[config.mk]
export PLATFORM = sky130hd
export DESIGN_NAME = guess_ctrl
export DESIGN_NICKNAME = d
export VERILOG_FILES = /design/src/rtl/guess_ctrl.sv
export SDC_FILE = /design/constraint.sdc
export NUM_CORES = 1
export LEC_CHECK = 0
export ABC_AREA = 0
export BUFFER_PORTS_ARGS = -buffer_cell sky130_fd_sc_hd__buf_2
export CORE_ASPECT_RATIO = 0.7
export CORE_MARGIN = 1.5
export CORE_UTILIZATION = 35
export CTS_CLUSTER_DIAMETER = 40
export CTS_CLUSTER_SIZE = 30
export DETAILED_ROUTE_END_ITERATION = 16
export PLACE_DENSITY = 0.65
export SKIP_LAST_GASP = 1
export SLEW_MARGIN = 30
export SYNTH_ARGS = -nofsm -noshare
export SYNTH_HDL_FRONTEND = slang
export SYNTH_SLANG_ARGS = --single-unit
export TNS_END_PERCENT = 20
[constraint.sdc]
create_clock -name clk -period 3.8 [get_ports clk]
set_input_delay 0.76 -clock clk [delete_from_list [all_inputs] [get_ports clk]]
set_output_delay 0.76 -clock clk [all_outputs]
set_load 0.05 [all_outputs]
[src/rtl/guess_ctrl.sv]
// Number-guessing round controller: latches a secret from the LFSR on start,
// grades guesses as too high/too low, and ends the round on a win or when tries run out.
module guess_ctrl #(
  parameter int unsigned MAX_TRIES = 7,
  parameter int unsigned WIDTH     = 6
) (
  input  logic             clk,
  input  logic             rst,
  input  logic [WIDTH-1:0] rand_num,
  input  logic             start,
  input  logic             guess_valid,
  input  logic [WIDTH-1:0] guess,
  output logic             playing,
  output logic             hint_valid,
  output logic             too_high,
  output logic             too_low,
  output logic             win,
  output logic             lose,
  output logic [3:0]       tries,
  output logic [WIDTH-1:0] secret
);

  localparam logic [1:0] IDLE = 2'd0;
  localparam logic [1:0] PLAY = 2'd1;
  localparam logic [1:0] WIN  = 2'd2;
  localparam logic [1:0] LOSE = 2'd3;

  logic [1:0]       state;
  logic [WIDTH-1:0] secret_reg;
  logic [3:0]       tries_inc;

  assign tries_inc = tries + 4'd1;

  always_ff @(posedge clk or negedge rst) begin
    if (!rst) begin
      state      <= IDLE;
      secret_reg <= '0;
      tries      <= '0;
      too_high   <= 1'b0;
      too_low    <= 1'b0;
      hint_valid <= 1'b0;
    end else begin
      hint_valid <= 1'b0;
      // start wins over a same-cycle guess in every state, dropping that guess
      if (start) begin
        secret_reg <= rand_num;
        tries      <= '0;
        too_high   <= 1'b0;
        too_low    <= 1'b0;
        state      <= PLAY;
      end else if (state == PLAY && guess_valid) begin
        hint_valid <= 1'b1;
        tries      <= tries_inc;
        too_high   <= (guess > secret_reg);
        too_low    <= (guess < secret_reg);
        if (guess == secret_reg)
          state <= WIN;
        else if (tries_inc == 4'(MAX_TRIES))
          state <= LOSE;
      end
    end
  end

  // Flags decode straight from the state register, so they change only on clock or reset
  assign playing = (state == PLAY);
  assign win     = (state == WIN);
  assign lose    = (state == LOSE);
  assign secret  = (win || lose) ? secret_reg : '0;

endmodule

# Word level (Yosys, flattened, before mapping)
# Index checks and enable logic that the tools add are counted.
# op_classes
add_sub_neg,1
order_cmp,2
n_eq_ne,5
mux,13
n_reduce_logical,5
# ops
op,n
2-bit two-way mux,4
4-bit two-way mux,2
6-bit == test,1
6-bit greater-than comparator,1
6-bit < comparator,1
1-bit two-way mux,6
6-bit two-way mux,1
4-bit by 1-bit adder with 4-bit output (second input constant),1
2-bit == test (second input constant),2
4-bit by 3-bit == test with 1-bit output (second input constant),1
3-bit nonzero test,1
2-bit by 1-bit == test with 1-bit output (second input constant),1
2-bit AND reduction,1
2-bit nonzero test,1
1-bit logical AND,1
1-bit logical OR,1
# totals
reg_bits,15
inputBits,16
word_cells,32

# Depth between registers and ports, before layout
# Gate-level depths: netlist of the first run.
# logic_depth
depth_word,6
mapped_depth,6
depth_no_buf,6

# Worst setup path before layout of the first run
# Ideal clock, no wire load.
# synth_timing
path_type,reg-to-output
from,reg state[0]
to,out playing
arrival_ps,1161
required_time_ps,3040
setup_slack_ps,1879
path_stages_with_launch,2
path_buffers,0
path_cell_list,dfrtp_1 nor2b_1
# synth_between
elab_chain_len,1
# synth_rtl
item,line_no,text
"start, declared",28,logic [1:0] state;
"start signal, assigned",36,state <= IDLE;
"start signal, assigned",50,state <= PLAY;
"start signal, assigned",57,state <= WIN;
2-bit by 1-bit == test with 1-bit output,65,assign playing = (state == PLAY);
"end, declared",13,"output logic playing,"
# No other way between the ends.

# Final worst setup path of the first run
# layout_timing
from,reg state[1]
to,out secret[1]
# layout_between
elab_chain_len,3
# layout_rtl
item,line_no,text
"2-bit == test, on equally long branches","66, 67",
1-bit logical OR (*),68,assign secret = (win || lose) ? secret_reg : '0;
6-bit two-way mux (*),68,
"end, declared",20,output logic [WIDTH-1:0] secret
# Every way passes the cells marked *; elsewhere a longest branch is shown, timed or not.

==> results_dict.tcl, run 1 <==
set metrics [dict create \
    ctsHtreeMaxLevel 1 \
    detailedPlace.worstSlack_ns 1.814 \
    finalCriticalPeriod_ns 2.036 \
    grt_pass1_vias 630 \
    tritoncts "built" \
    crit_type "register to output pin" \
    dieArea_um2 2710 \
    area_delta_synth_final_pct 25.45 \
    io_pins 32 \
    wl_per_cell_um 11.58 \
    design_area_um2 1055 \
    nets 147 \
    antenna_cells 0 \
    clock_sinks 15 \
    tns_ns 0 \
    dp_hpwl_um 1367 \
    final_common_cell "buf_2" \
    core_um2 2207 \
    power_mw 0.3554 \
    seq_area_frac_synth_pct 44.64 \
    postCtsHoldBufs 0 \
    synth_area_um2 840.8 \
    fin_crit_sh_pct 53.57 \
    fin_ws_ns 1.764 \
    relSlewSlack_pct 76.29 \
    total_leakage_power_nw 0.5423 \
    skew_ns 0.01085 \
    hold_violations 0 \
    initial_core_util_pct 38.10 \
    setup_viol 0 \
    placed_area_um2 1028 \
    cts.path.max_buffers 2 \
    rows 14 \
    crit_buf_inv 2 \
    layout-drive-gt1-share_pct 29.51 \
    cp-start-kind "register" \
    initialDrtViolationCount 9 \
    routed_wl_um 1784 \
    fmax_mhz 491.2 \
    cts_resized 0 \
    drv_slew 0 \
    die_h_um 44.01 \
    ant_nets 0 \
    yosys_warnings 0 \
    grt_pass1_wl_um 2766 \
    worstSkewPairLatency_ns 0.28 \
    cts-root-buf "clkbuf_4" \
    port_buffers 31 \
    synth_area_per_cell_um2 9.447 \
    powerDensity_nw_per_um2 337.0 \
    gp_congestion 0.8085 \
    ys_seq_elements 15 \
    path_cells "inv_1 -> nor2_1 -> buf_2" \
    syn-num-nets 113 \
    clk_pin_slew_ns 0.09 \
    multi_input_area_um2 424.2 \
    crit_path_max_incr_delay_ns 0.41 \
    grt_start_max_net_pins 23 \
    critPathArrivalTime_ns 1.28 \
    worst_slew_pin_slew_ns 0.3557 \
    status "complete, no violations" \
    via_per_inst 4.701 \
    drv_cap 0 \
    gr-total-overflow 0 \
    cp_slowest_cell "dfrtp_1" \
    cts_setup_buffers 0 \
    n_fill_cell 227 \
    crit_required_ns 3.04 \
    antenna_found_initial 0 \
    syn_inst 89 \
    cp_max_fo 8 \
    vias 724 \
    cts_inserted_buffers 3 \
    largest_reg_flops 6 \
    drcViolationCount 0 \
    irDropWorstVdd_uv 168.0 \
    fp.dieW_um 61.58 \
    drt_first_pass_iters 5 \
    synth_cell_type_count 25 \
    grt.total_usage_pct 14.22 \
    end_kind "output pin" \
    layout_common_cells "buf_2 (31), dfrtp_1 (15), nor2_1 (13)" \
    regArea_um2 375.4 \
    min_path_type "input pin to async pin" \
    cp_top_family "buffers and inverters" \
    rsz0062_at_grt "no" \
]
-- where the power goes --
part | total [mW] | leakage [nW] | internal [mW] | switching [mW]
clock network | 0.0901 | 0.0150 | 0.0407 | 0.0493
logic | 0.0872 | 0.338 | 0.0298 | 0.0574
registers | 0.178 | 0.189 | 0.171 | 0.00736
-- synth_stat cells --
cell type  count  area, um^2
mux2_2         1       11.26
a211oi_1       1       7.510
o22ai_1        1       6.260
inv_1          9       33.78
a21oi_1        4       20.02
o21ai_0        7       35.03
buf_1          1       3.750
xnor2_1        2       17.52
nor2_1        13       48.80
a22o_1         1       8.760
a21o_1         2       15.01
or3_1          1       6.260
nand4bb_1      1       11.26
o41ai_1        1       8.760
ha_1           8       100.1
nand3b_4       1       20.02
dfrtp_1       15       375.4
xor2_1         1       8.760
nand3_1        4       20.02
nand3b_1       3       22.52
nand2_1        6       22.52
and2_1         2       12.51
a41oi_1        1       8.760
clkbuf_1       1       3.750
nor2b_1        2       12.51
-- per-stage QoR --
step           util (%)  hold slack (ns)  cells
2_1_floorplan         -           0.4644     89
3_3_place_gp      46.60           0.5119    150
3_5_place_dp      46.60           0.5186    150
4_1_cts           47.79           0.3725    154
5_1_grt           47.79           0.3811    154
6_report          47.79           0.3626    154
-- cell type report --
class | count | share of cell area, %
clock buffer | 4 | 2.491
inverter | 9 | 3.203
multi-input combinational | 63 | 40.21
sequential | 15 | 35.59
tap | 32 | 3.796
timing repair buffer | 31 | 14.71
-- cells by family (layout without fill, tap and decap cells) --
logic type                 after synthesis  in the layout  share of synthesized area [%]
buffers and inverters                   11             44                          4.910
and+or+nand+nor                         33             33                          20.98
muxes                                    1              1                          1.339
adders and majority gates                8              8                          11.91
DFF                                     15             15                          44.64
AOI/OAI and AO/OA                       18             18                          13.10
xor gates and xnor gates                 3              3                          3.126
-- layer usage --
metal	track usage (%)	wire length, um
met5	0	0
met4	3.830	14
met3	5.373	107
met2	20.84	722
met1	19.74	940
-- worst paths after layout --
| kind | start | to | slack, ns | cells past startpoint |
|---|---|---|---|---|
| worst min-delay path | rst | state[0]$_DFFE_PN0P_ | 0.36 | 1 |
| max in group asynchronous | rst | tries[1]$_DFFE_PN0P_ | 3.17 | 1 |
| worst max register to register | secret_reg[2]$_DFFE_PN0P_ | too_low$_DFFE_PN0P_ | 2.30 | 6 |
| min in group clk | secret_reg[4]$_DFFE_PN0P_ | secret_reg[4]$_DFFE_PN0P_ | 0.54 | 2 |
| worst max-delay path | state[1]$_DFFE_PN0P_ | secret[1] | 1.76 | 3 |
| worst min register to register | secret_reg[4]$_DFFE_PN0P_ | secret_reg[4]$_DFFE_PN0P_ | 0.54 | 2 |
Note: power is estimated with default switching activity, not from simulation.
==> run 2: changes to the inputs <==
- ABC_AREA: 0 -> 1
- PLACE_DENSITY: 0.65 -> 0.64
- clock period: 3.8 -> 2.1 ns (I/O delays scaled with it)
==> results_dict.tcl, run 2 <==
set metrics [dict create \
    fp.dieW_um 65.14 \
    gr-total-overflow 0 \
    r2r_slack_ns 0.72 \
    dp_hpwl_um 1520 \
    irDropWorstVdd_uv 418.3 \
    initial_core_util_pct 37.61 \
    fmax_mhz 575.3 \
    drv_slew 0 \
    final_common_cell "buf_2" \
    setup_viol 0 \
    worst_slew_pin_slew_ns 0.4736 \
    yosys-top-cells-area "dfrtp_1 (40%), nand2_1 (12%), ha_1 (11%)" \
    fin_crit_sh_pct 82.78 \
    ys_seq_elements 15 \
    r2r_end "state[1]$_DFFE_PN0P_" \
    yosys_warnings 0 \
    multi_input_area_um2 456.7 \
    clk_pin_slew_ns 0.07 \
    antenna_cells 0 \
    drt_first_pass_iters 4 \
    cp-endpoint "win" \
    ant_nets 0 \
    largest_reg_flops 6 \
    routed_wl_um 1882 \
    worstSkewPairLatency_ns 0.26 \
    nets 175 \
    cp_max_fo 10 \
    crit_path_start "state[1]$_DFFE_PN0P_" \
    synth_area_um2 945.9 \
    fin_ws_ns 0.3617 \
    regArea_um2 375.4 \
    syn-num-nets 141 \
    postCtsHoldBufs 0 \
    grt_start_max_net_pins 16 \
    synth_ff_type "dfrtp_1" \
    cts-root-buf "clkbuf_8" \
    async_reset_ff_share_pct 100.0 \
    die_h_um 46.50 \
    grt.total_usage_pct 14.52 \
    synth_area_per_cell_um2 8.085 \
    cts_resized 0 \
    tritoncts "built" \
    synth-edff-count 0 \
    syn_inst 117 \
    yosys.area.top_type "dfrtp_1" \
    crit_type "register to output pin" \
    initialDrtViolationCount 30 \
    via_per_inst 4.402 \
    r2r_start "secret_reg[4]$_DFFE_PN0P_" \
    io_pins 32 \
    tns_ns 0 \
    n_fill_cell 256 \
    layout_common_cells "buf_2 (31), nand2_1 (30), inv_1 (21)" \
    dieArea_um2 3028 \
    status "complete, no violations" \
    cts_setup_buffers 0 \
    r2r.worst_path.cells 9 \
    ctsHtreeMaxLevel 1 \
    core_um2 2515 \
    rsz0062_at_grt "no" \
    powerDensity_nw_per_um2 758.7 \
    drv_cap 0 \
    rows 15 \
    hold_violations 0 \
    power_mw 0.8905 \
    seq_area_frac_synth_pct 39.68 \
    critPathArrivalTime_ns 1.32 \
    grt_pass1_wl_um 3167 \
    synth_top_area_share_pct 39.68 \
    synth_cell_type_count 20 \
    layout-drive-gt1-share_pct 37.33 \
    crit_required_ns 1.68 \
    finalCriticalPeriod_ns 1.738 \
    cp-start-kind "register" \
    cts_inserted_buffers 3 \
    synth.most_common_cell "nand2_1" \
    port_buffers 31 \
    drcViolationCount 0 \
    clock_sinks 15 \
    antenna_found_initial 0 \
    area_delta_synth_final_pct 24.07 \
    cts.path.max_buffers 2 \
    end_kind "output pin" \
    vias 810 \
    min_path_type "input pin to async pin" \
    synth_top_cells_by_count "nand2_1 (30), inv_1 (21), dfrtp_1 (15)" \
    detailedPlace.worstSlack_ns 0.6037 \
    relSlewSlack_pct 68.43 \
    gp_congestion 0.7937 \
    total_leakage_power_nw 0.7133 \
    grt_pass1_vias 730 \
    wl_per_cell_um 10.23 \
    skew_ns 0.01290 \
]
-- run 2: report_power, final --
part	switching [mW]	total [mW]	internal [mW]
combinational	0.218	0.301	0.0827
clock	0.107	0.238	0.132
sequential	0.0345	0.352	0.317
total	0.359	0.890	0.531
-- run 2: cells by family after synthesis --
group           Yosys count  synth area share (%)
compound gates           14                 9.259
fa+ha+maj                 8                 10.58
buf+inv                  28                 12.04
flops                    15                 39.68
simple gates             52                 28.44
-- run 2: layout make-up --
cell class              count  share of cell area [%]
clock buffers               3                   3.518
clock inverters             1                  0.4264
inverters                  26                   8.316
multi-input cells          74                   38.91
flip-flops and latches     15                   31.98
well taps                  34                   3.625
repair buffers             31                   13.22
-- run 2: how the worst min path moves through the flow --
stage / from / end / slack, ns
6_report: rst / too_high$_DFFE_PN0P_ / 0.05
5_1_grt: rst / too_high$_DFFE_PN0P_ / 0.09
4_1_cts: rst / too_high$_DFFE_PN0P_ / 0.07
3_5_place_dp: rst / secret_reg[1]$_DFFE_PN0P_ / 0.34
3_3_place_gp: rst / secret_reg[2]$_DFFE_PN0P_ / 0.34
2_1_floorplan: rst / hint_valid$_DFF_PN0_ / 0.12
-- run 2: worst max-delay path: stages, from the launching register on --
cell	delay, ns
dfrtp_1	0.64
inv_1	0.08
nor2_1	0.09
buf_2	0.26
-- run 2: layer usage --
metal	part of all wire, %	global-route usage, %	routed length [um]
met1	47	17.19	885
met2	46	25.77	858
met3	5.8	4.401	110
met4	1.5	5.000	28
met5	0	0	0
-- run 2: per-stage QoR --
| step | hold WS (ns) | utilization (%) | cell area, um^2 | instances |
|---|---|---|---|---|
| 5_1_grt | 0.09147 | 46.67 | 1174 | 184 |
| 2_1_floorplan | 0.1244 | - | 945.9 | 117 |
| 3_3_place_gp | 0.3443 | 44.83 | 1127 | 180 |
| 3_5_place_dp | 0.3418 | 44.83 | 1127 | 180 |
| 6_report | 0.05189 | 46.67 | 1174 | 184 |
| 4_1_cts | 0.07010 | 46.67 | 1174 | 184 |
